===== config.mk =====
export PLATFORM = sky130hd
export DESIGN_NAME = jesd204_tx_link_flat
export DESIGN_NICKNAME = d
export VERILOG_FILES = /design/src/rtl/jesd204_tx_pkg.sv /design/src/rtl/jesd204_tx_link_if.sv /design/src/rtl/jesd204_tx_lmfc.sv /design/src/rtl/jesd204_tx_link.sv /design/src/flat_wrapper.sv
export SDC_FILE = /design/constraint.sdc
export NUM_CORES = 1
export LEC_CHECK = 0
export BUFFER_PORTS_ARGS = -buffer_cell sky130_fd_sc_hd__buf_2
export CAP_MARGIN = 10
export CORE_AREA = 2 2 571 573
export CTS_CLUSTER_DIAMETER = 40
export DETAILED_ROUTE_END_ITERATION = 8
export DIE_AREA = 0 0 573 575
export PLACE_DENSITY = 0.3
export SYNTH_ARGS = -nofsm -noshare
export SYNTH_HDL_FRONTEND = slang
export SYNTH_HIERARCHICAL = 1
export SYNTH_SLANG_ARGS = --single-unit

===== constraint.sdc =====
create_clock -name clk -period 1.9 [get_ports clk]
set_input_delay 0.57 -clock clk [delete_from_list [all_inputs] [get_ports clk]]
set_output_delay 0.57 -clock clk [all_outputs]
set_load 0.005 [all_outputs]

===== src/rtl/jesd204_tx_pkg.sv =====
// Shared constants, state encoding and ILAS octet generation for the
// JESD204B link-layer transmitter.
package jesd204_tx_pkg;

  // Control characters, pre-8b10b encoding
  localparam logic [7:0] K28_5 = 8'hBC;  // /K/ comma, CGS filler
  localparam logic [7:0] K28_0 = 8'h1C;  // /R/ multiframe start
  localparam logic [7:0] K28_3 = 8'h7C;  // /A/ multiframe end
  localparam logic [7:0] K28_4 = 8'h9C;  // /Q/ config data follows

  localparam int CFG_OCTETS = 14;

  typedef enum logic [1:0] {
    LS_IDLE = 2'd0,
    LS_CGS  = 2'd1,
    LS_ILAS = 2'd2,
    LS_DATA = 2'd3
  } link_state_e;

  // One ILAS octet: mf = multiframe index, o = octet index within the
  // multiframe, fk = octets per multiframe. Returns {k, data}.
  function automatic logic [8:0] ilas_octet(input logic [7:0] mf,
                                            input logic [15:0] o,
                                            input logic [15:0] fk,
                                            input logic [8*CFG_OCTETS-1:0] cfg);
    logic [8:0] r;
    r = {1'b0, o[7:0]};
    if (o == 16'd0) begin
      r = {1'b1, K28_0};
    end else if (o == fk - 16'd1) begin
      r = {1'b1, K28_3};
    end else if (mf == 8'd1) begin
      if (o == 16'd1) begin
        r = {1'b1, K28_4};
      end else begin
        // The link configuration rides in octets 2..15 of the second multiframe
        for (int j = 0; j < CFG_OCTETS; j++) begin
          if (o == 16'(j + 2)) r = {1'b0, cfg[8*j +: 8]};
        end
      end
    end
    return r;
  endfunction

endpackage


===== src/rtl/jesd204_tx_link_if.sv =====
// User-data and GT-side bus of the JESD204B transmit link.
// master = the link block, slave = whatever feeds it and observes the GT stream.
interface jesd204_tx_link_if #(
  parameter int LANES = 8
);
  logic [LANES*32-1:0] tx_data;
  logic                tx_ready;
  logic [LANES*32-1:0] gt_data;
  logic [LANES*4-1:0]  gt_charisk;

  modport master (
    input  tx_data,
    output tx_ready,
    output gt_data,
    output gt_charisk
  );

  modport slave (
    output tx_data,
    input  tx_ready,
    input  gt_data,
    input  gt_charisk
  );
endinterface


===== src/rtl/jesd204_tx_lmfc.sv =====
// Local multiframe clock counter. SYSREF rising edges re-phase the counter
// only while align_en is high; otherwise it free-runs modulo CPM.
module jesd204_tx_lmfc #(
  parameter int CPM = 16,
  parameter int CW  = 4
) (
  input  logic          clk,
  input  logic          rstn,
  input  logic          sysref,
  input  logic          align_en,
  output logic [CW-1:0] lmfc_cnt,
  output logic          lmfc_pulse,
  output logic          align_load
);

  localparam logic [CW-1:0] CNT_LAST = CW'(CPM - 1);

  logic          sysref_d;
  logic [CW-1:0] cnt_next;

  assign align_load = align_en & sysref & ~sysref_d;

  // Next count: SYSREF alignment load, else wrap at the multiframe end
  always_comb begin
    cnt_next = lmfc_cnt + CW'(1);
    if (align_load || lmfc_cnt == CNT_LAST) cnt_next = '0;
  end

  // Count, boundary pulse and SYSREF history registered together
  always_ff @(posedge clk) begin
    if (!rstn) begin
      sysref_d   <= 1'b0;
      lmfc_cnt   <= '0;
      lmfc_pulse <= 1'b0;
    end else begin
      sysref_d   <= sysref;
      lmfc_cnt   <= cnt_next;
      lmfc_pulse <= (cnt_next == '0);
    end
  end

endmodule


===== src/rtl/jesd204_tx_link.sv =====
// JESD204B link-layer transmitter: CGS -> ILAS -> user data per lane,
// producing pre-8b10b octets and K flags for the GT transceivers.
module jesd204_tx_link
  import jesd204_tx_pkg::*;
#(
  parameter int LANES   = 8,
  parameter int F       = 2,
  parameter int K       = 32,
  parameter int ILAS_MF = 4
) (
  input  logic                 clk,
  input  logic                 rstn,
  input  logic                 link_en,
  input  logic                 sysref,
  input  logic                 sync_n,
  input  logic [LANES*112-1:0] cfg_ilas,
  output logic                 lmfc_pulse,
  output logic [1:0]           link_state,
  jesd204_tx_link_if.master    bus
);

  localparam int CPM = F * K / 4;
  localparam int CW  = (CPM > 1) ? $clog2(CPM) : 1;
  localparam int MFW = (ILAS_MF > 1) ? $clog2(ILAS_MF) : 1;

  localparam logic [1:0] ST_IDLE = LS_IDLE;
  localparam logic [1:0] ST_CGS  = LS_CGS;
  localparam logic [1:0] ST_ILAS = LS_ILAS;
  localparam logic [1:0] ST_DATA = LS_DATA;

  localparam logic [CW-1:0]  LMFC_LAST = CW'(CPM - 1);
  localparam logic [MFW-1:0] MF_LAST   = MFW'(ILAS_MF - 1);

  logic           sync_meta_reg, sync_s_reg, sync_low_reg;
  logic [1:0]     state_reg, state_next;
  logic [MFW-1:0] mf_reg, mf_next;
  logic           tx_ready_reg;
  logic [CW-1:0]  lmfc_cnt;
  logic           align_en, align_load, lmfc_last, sync_lost;

  assign align_en   = (state_reg == ST_IDLE) || (state_reg == ST_CGS);
  assign lmfc_last  = (lmfc_cnt == LMFC_LAST);
  // A single low cycle on SYNC~ is a glitch; two in a row is a resync request
  assign sync_lost  = ~sync_s_reg & sync_low_reg;
  assign link_state = state_reg;
  assign bus.tx_ready = tx_ready_reg;

  jesd204_tx_lmfc #(
    .CPM (CPM),
    .CW  (CW)
  ) u_lmfc (
    .clk        (clk),
    .rstn       (rstn),
    .sysref     (sysref),
    .align_en   (align_en),
    .lmfc_cnt   (lmfc_cnt),
    .lmfc_pulse (lmfc_pulse),
    .align_load (align_load)
  );

  // Two-flop synchronizer for the DAC's SYNC~; resets to "sync requested"
  always_ff @(posedge clk) begin
    if (!rstn) begin
      sync_meta_reg <= 1'b0;
      sync_s_reg    <= 1'b0;
    end else begin
      sync_meta_reg <= sync_n;
      sync_s_reg    <= sync_meta_reg;
    end
  end

  // Link sequencing; a SYSREF re-alignment in CGS defers the ILAS start
  always_comb begin
    state_next = state_reg;
    mf_next    = mf_reg;
    if (!link_en) begin
      state_next = ST_IDLE;
    end else begin
      case (state_reg)
        ST_IDLE: state_next = ST_CGS;
        ST_CGS: begin
          if (sync_s_reg && lmfc_last && !align_load) begin
            state_next = ST_ILAS;
            mf_next    = '0;
          end
        end
        default: begin
          if (sync_lost) begin
            state_next = ST_CGS;
          end else if (state_reg == ST_ILAS && lmfc_last) begin
            if (mf_reg == MF_LAST) state_next = ST_DATA;
            else                   mf_next    = mf_reg + MFW'(1);
          end
        end
      endcase
    end
  end

  // State, multiframe count, SYNC~ history and the data-accept strobe
  always_ff @(posedge clk) begin
    if (!rstn) begin
      state_reg    <= ST_IDLE;
      mf_reg       <= '0;
      sync_low_reg <= 1'b0;
      tx_ready_reg <= 1'b0;
    end else begin
      state_reg    <= state_next;
      mf_reg       <= mf_next;
      sync_low_reg <= ~sync_s_reg;
      tx_ready_reg <= (state_next == ST_DATA);
    end
  end

  for (genvar gi = 0; gi < LANES; gi++) begin : g_lane
    logic [31:0]  data_next, data_reg;
    logic [3:0]   k_next, k_reg;
    logic [111:0] cfg_lane;
    logic [8:0]   ilas_oct [4];

    assign cfg_lane = cfg_ilas[gi*112 +: 112];

    // Octet index within the multiframe is 4*lmfc_cnt + byte position
    for (genvar gj = 0; gj < 4; gj++) begin : g_oct
      assign ilas_oct[gj] = ilas_octet(8'(mf_reg), 16'({lmfc_cnt, 2'(gj)}),
                                       16'(F * K), cfg_lane);
    end

    // Per-lane octet content selected by the current link state
    always_comb begin
      data_next = {4{K28_5}};
      k_next    = 4'hF;
      case (state_reg)
        ST_ILAS: begin
          for (int i = 0; i < 4; i++) begin
            data_next[8*i +: 8] = ilas_oct[i][7:0];
            k_next[i]           = ilas_oct[i][8];
          end
        end
        ST_DATA: begin
          data_next = bus.tx_data[gi*32 +: 32];
          k_next    = 4'h0;
        end
        default: ;
      endcase
    end

    // Output register towards the GT
    always_ff @(posedge clk) begin
      if (!rstn) begin
        data_reg <= '0;
        k_reg    <= '0;
      end else begin
        data_reg <= data_next;
        k_reg    <= k_next;
      end
    end

    assign bus.gt_data[gi*32 +: 32]   = data_reg;
    assign bus.gt_charisk[gi*4 +: 4]  = k_reg;
  end

endmodule


===== src/flat_wrapper.sv =====
// flat-port wrapper written by rule: the top's interface ports become plain ports
module jesd204_tx_link_flat import jesd204_tx_pkg::*;
#(
  parameter int LANES   = 8,
  parameter int F       = 2,
  parameter int K       = 32,
  parameter int ILAS_MF = 4
)
  (clk, rstn, link_en, sysref, sync_n, cfg_ilas, lmfc_pulse, link_state, bus_tx_data, bus_tx_ready, bus_gt_data, bus_gt_charisk);
  jesd204_tx_link_if #(.LANES(LANES)) bus_i ();
  input  logic clk;
  input  logic rstn;
  input  logic link_en;
  input  logic sysref;
  input  logic sync_n;
  input  logic [LANES*112-1:0] cfg_ilas;
  output logic lmfc_pulse;
  output logic [1:0] link_state;
  input wire logic [$bits(bus_i.tx_data)-1:0] bus_tx_data;
  output wire logic [$bits(bus_i.tx_ready)-1:0] bus_tx_ready;
  output wire logic [$bits(bus_i.gt_data)-1:0] bus_gt_data;
  output wire logic [$bits(bus_i.gt_charisk)-1:0] bus_gt_charisk;
  assign bus_i.tx_data = bus_tx_data;
  assign bus_tx_ready = bus_i.tx_ready;
  assign bus_gt_data = bus_i.gt_data;
  assign bus_gt_charisk = bus_i.gt_charisk;
  jesd204_tx_link #(.LANES(LANES), .F(F), .K(K), .ILAS_MF(ILAS_MF)) u_core (.clk(clk), .rstn(rstn), .link_en(link_en), .sysref(sysref), .sync_n(sync_n), .cfg_ilas(cfg_ilas), .lmfc_pulse(lmfc_pulse), .link_state(link_state), .bus(bus_i));
endmodule

==> impl_results.md <==
* FF-to-FF path depth at 5
* Slew @ Worst Pin at 881 ps
* Post-synth top area cell: dfxtp_1
* Gpl congestion at 0.906
* Post-Syn Area per Cell at 7.85 µm²
* Total grt overflow at 0
* Switching share of power at 29.6%
* Peak supply drop at 0.764 mV
* CTS H-tree lvls at 3
* Hold depth at 2
* Clk buf depth at 4
* DP Area at 33300 µm²
* Vias post-DR at 29000
* Startpoint types: flip-flop
* GRT Overall Usage at 16.2%
* CP required at 2610 ps
* Hold Vio Cnt, Final at 0
* Clock slew at reported path FFs at 40 ps
* Sequential fraction of the synthesis area at 32.6%
* Period utilization at 118%
* Global-route wire length before repair at 344 mm
* Clock tree sinks at 274
* Setup TNS at -11520 ps
* Cell Int Power at 0.0225 W
* Crit Path Max Fanout at 5
* CP Capture Type: flip-flop
* Number of buffers added on ports at 1448
* Initial drt markers at 1671
* Final setup violation count at 194
* Sequential power share at 19.0%
* Worst EP arrival at 2950 ps
* Asr flop ratio synth at 0%
* Mapped Nets at 3303
* Leakage Power at 19.6 nW
* Initial Util at 5.21%
* Die Ht at 575 µm
* Post-synth top area share at 32.6%
* Max cap viols at 0
* Status: complete, but fails checks
* Rows at 209
* Hold Crit Class: in -> reg
* Vias in the first global route at 30500
* Post-Syn Area at 16800 µm²
* Crit path kind: reg -> reg
* Top post-synthesis cells by count: dfxtp_1, o21ai_0, a21oi_1, nand2_1, nor2_1
* Synth Warn # at 6
* Final ANT Viol Nets at 0
* Synth-to-Final Area Change at 184%
* Mapped Cells at 2143
* Vias/cell at 3.30
* TritonCTS clock tree: yes
* Sw Pwr at 0.00945 W
* # fillers at 37100
* Top Ports at 1449
* CTS root buffer: clkbuf_16
* Clock Power Share at 58.5%
* RSZ-0062 raised after global routing: true
* Fmax at 445 MHz
* Worst rel slew slack at 40.7%
* CTS buffer count at 108
* Fin Clk Skew at 101 ps
* Die ar. at 329000 µm²
* Top_reg_cell synth: dfxtp_1
* Final worst path period need at 2250 ps
* Finished Cell Area at 47800 µm²
* # nets final at 5482
* Yosys cell types at 82
* Gate power share at 22.5%
* DR WL/cell at 31.6 µm
* Drt total wl at 278 mm
* Power Density at 669 nW/µm²
* Max reg flops at 256
* Core Region at 323000 µm²
* Drt drc at 0
* Failing checks: setup timing
* Synth area leaders: dfxtp_1, o21ai_0, a21oi_1
* Pre-antenna DRT Iters at 5
* Clock Latency Late Sink at 840 ps
* Final worst slack at -347 ps
* Post-DP HPWL at 232 mm
* Most common cell in the netlist: dfxtp_1
* Initial antenna violation count at 248
* Number of synthesized flops with an enable pin at 0
* Register bit total from synthesis at 274
* Layout cell share with drive strength beyond 1 at 69.3%
* Die Wd at 573 µm
* Largest net degree at the start of global routing at 40
* Max-slew violation count at 0
[through the flow]
step | worst slack (ps) | hold WS (ps) | util (%) | instances | total power [W]
2_1_floorplan | 74.1 | 407 | - | 2143 | 0.00761
3_3_place_gp | -897 | 439 | 10.3 | 8120 | 0.0114
3_5_place_dp | -893 | 442 | 10.3 | 8120 | 0.0114
4_1_cts | -377 | 1.60 | 14.0 | 8699 | 0.0320
5_1_grt | -329 | 36.6 | 14.8 | 8763 | 0.0331
6_report | -347 | 81.8 | 14.8 | 8789 | 0.0319
[metal layers]
metal	vias up	GRT usage [%]	share of wire [%]
li1	12500	-	-
met1	14000	19.0	39
met2	1738	27.8	48
met3	583	5.53	9.3
met4	142	4.31	3.3
met5	-	0	0.34
[worst paths after layout]
| path | start | to | slack [ps] |
|---|---|---|---|
| max | u_core/link_state[0]$_SDFF_PN0_ | u_core/g_lane[6].data_reg[28]$_SDFF_PN0_ | -350 |
| min | bus_tx_data[69] | u_core/g_lane[2].data_reg[5]$_SDFF_PN0_ | 80 |
| max reg2reg | u_core/link_state[0]$_SDFF_PN0_ | u_core/g_lane[6].data_reg[28]$_SDFF_PN0_ | -350 |
| min reg2reg | u_core/sync_meta_reg$_SDFF_PN0_ | u_core/sync_s_reg$_SDFF_PN0_ | 470 |
[final cells by class]
type                    count  area (µm²)  share of cell area, %
multi-input cells        1581       13800                   28.9
clock inverters            59         774                   1.62
flip-flops and latches    274        5690                   11.9
repair buffers           2329       18900                   39.5
inverters                  28         143                  0.299
well taps                4325        5410                   11.3
diodes                     57         143                  0.299
clock buffers             136        2940                   6.16
[power groups by stage]
stage	clock [W]	combinational, W	sequential [W]
after detailed placement	0	0.00522	0.00616
after CTS	0.0192	0.00679	0.00607
after floorplan	0	0.00146	0.00616
final	0.0187	0.00718	0.00608
after global placement	0	0.00525	0.00617
after global routing	0.0194	0.00759	0.00609
[cells by family (layout without fill, tap and decap cells)]
kind of cell,count (synthesis),in the layout,share of synthesized area [%]
AO/OA/AOI/OAI,916,916,36.0
AND/OR/NAND/NOR,553,553,15.4
buffers and inverters,288,2552,8.84
flip-flops,274,274,32.6
multiplexers,108,108,6.91
adder cells (fa/ha/maj),3,3,0.223
XOR/XNOR,1,1,0.0521
other,0,57,0
[cell usage in the layout, fill, tap and decap left out, drive strengths merged, types with 28 or more instances in the layout]
master	instances
dfxtp	274
nor3	64
inv	28
a221oi	49
nor2	160
clkbuf	142
nand2	200
buf	2123
mux2	65
a21oi	213
a31oi	32
mux2i	43
clkinv	37
dlygate4sd3	195
o22ai	59
a22oi	88
o221ai	63
diode	57
o21ai	245
[critical path: stages, from the launching register on]
cell and delay, ps:
dfxtp_4 360, nand2b_2 440, buf_4 360, a211oi_2 380, o21ai_1 340, o211a_1 200
[repair_timing]
| item | CTS | global route |
|---|---|---|
| endpoints found under the setup margin | 471 | 375 |
| gates resized for setup | 965 | 542 |
| hold buffers | 195 | 0 |
| setup buffers | 186 | 75 |
| hold endpoints to repair | 165 | 0 |
| cloned | 29 | 5 |
| pin swaps | 216 | 246 |
Power figures use the tool's default switching activity.
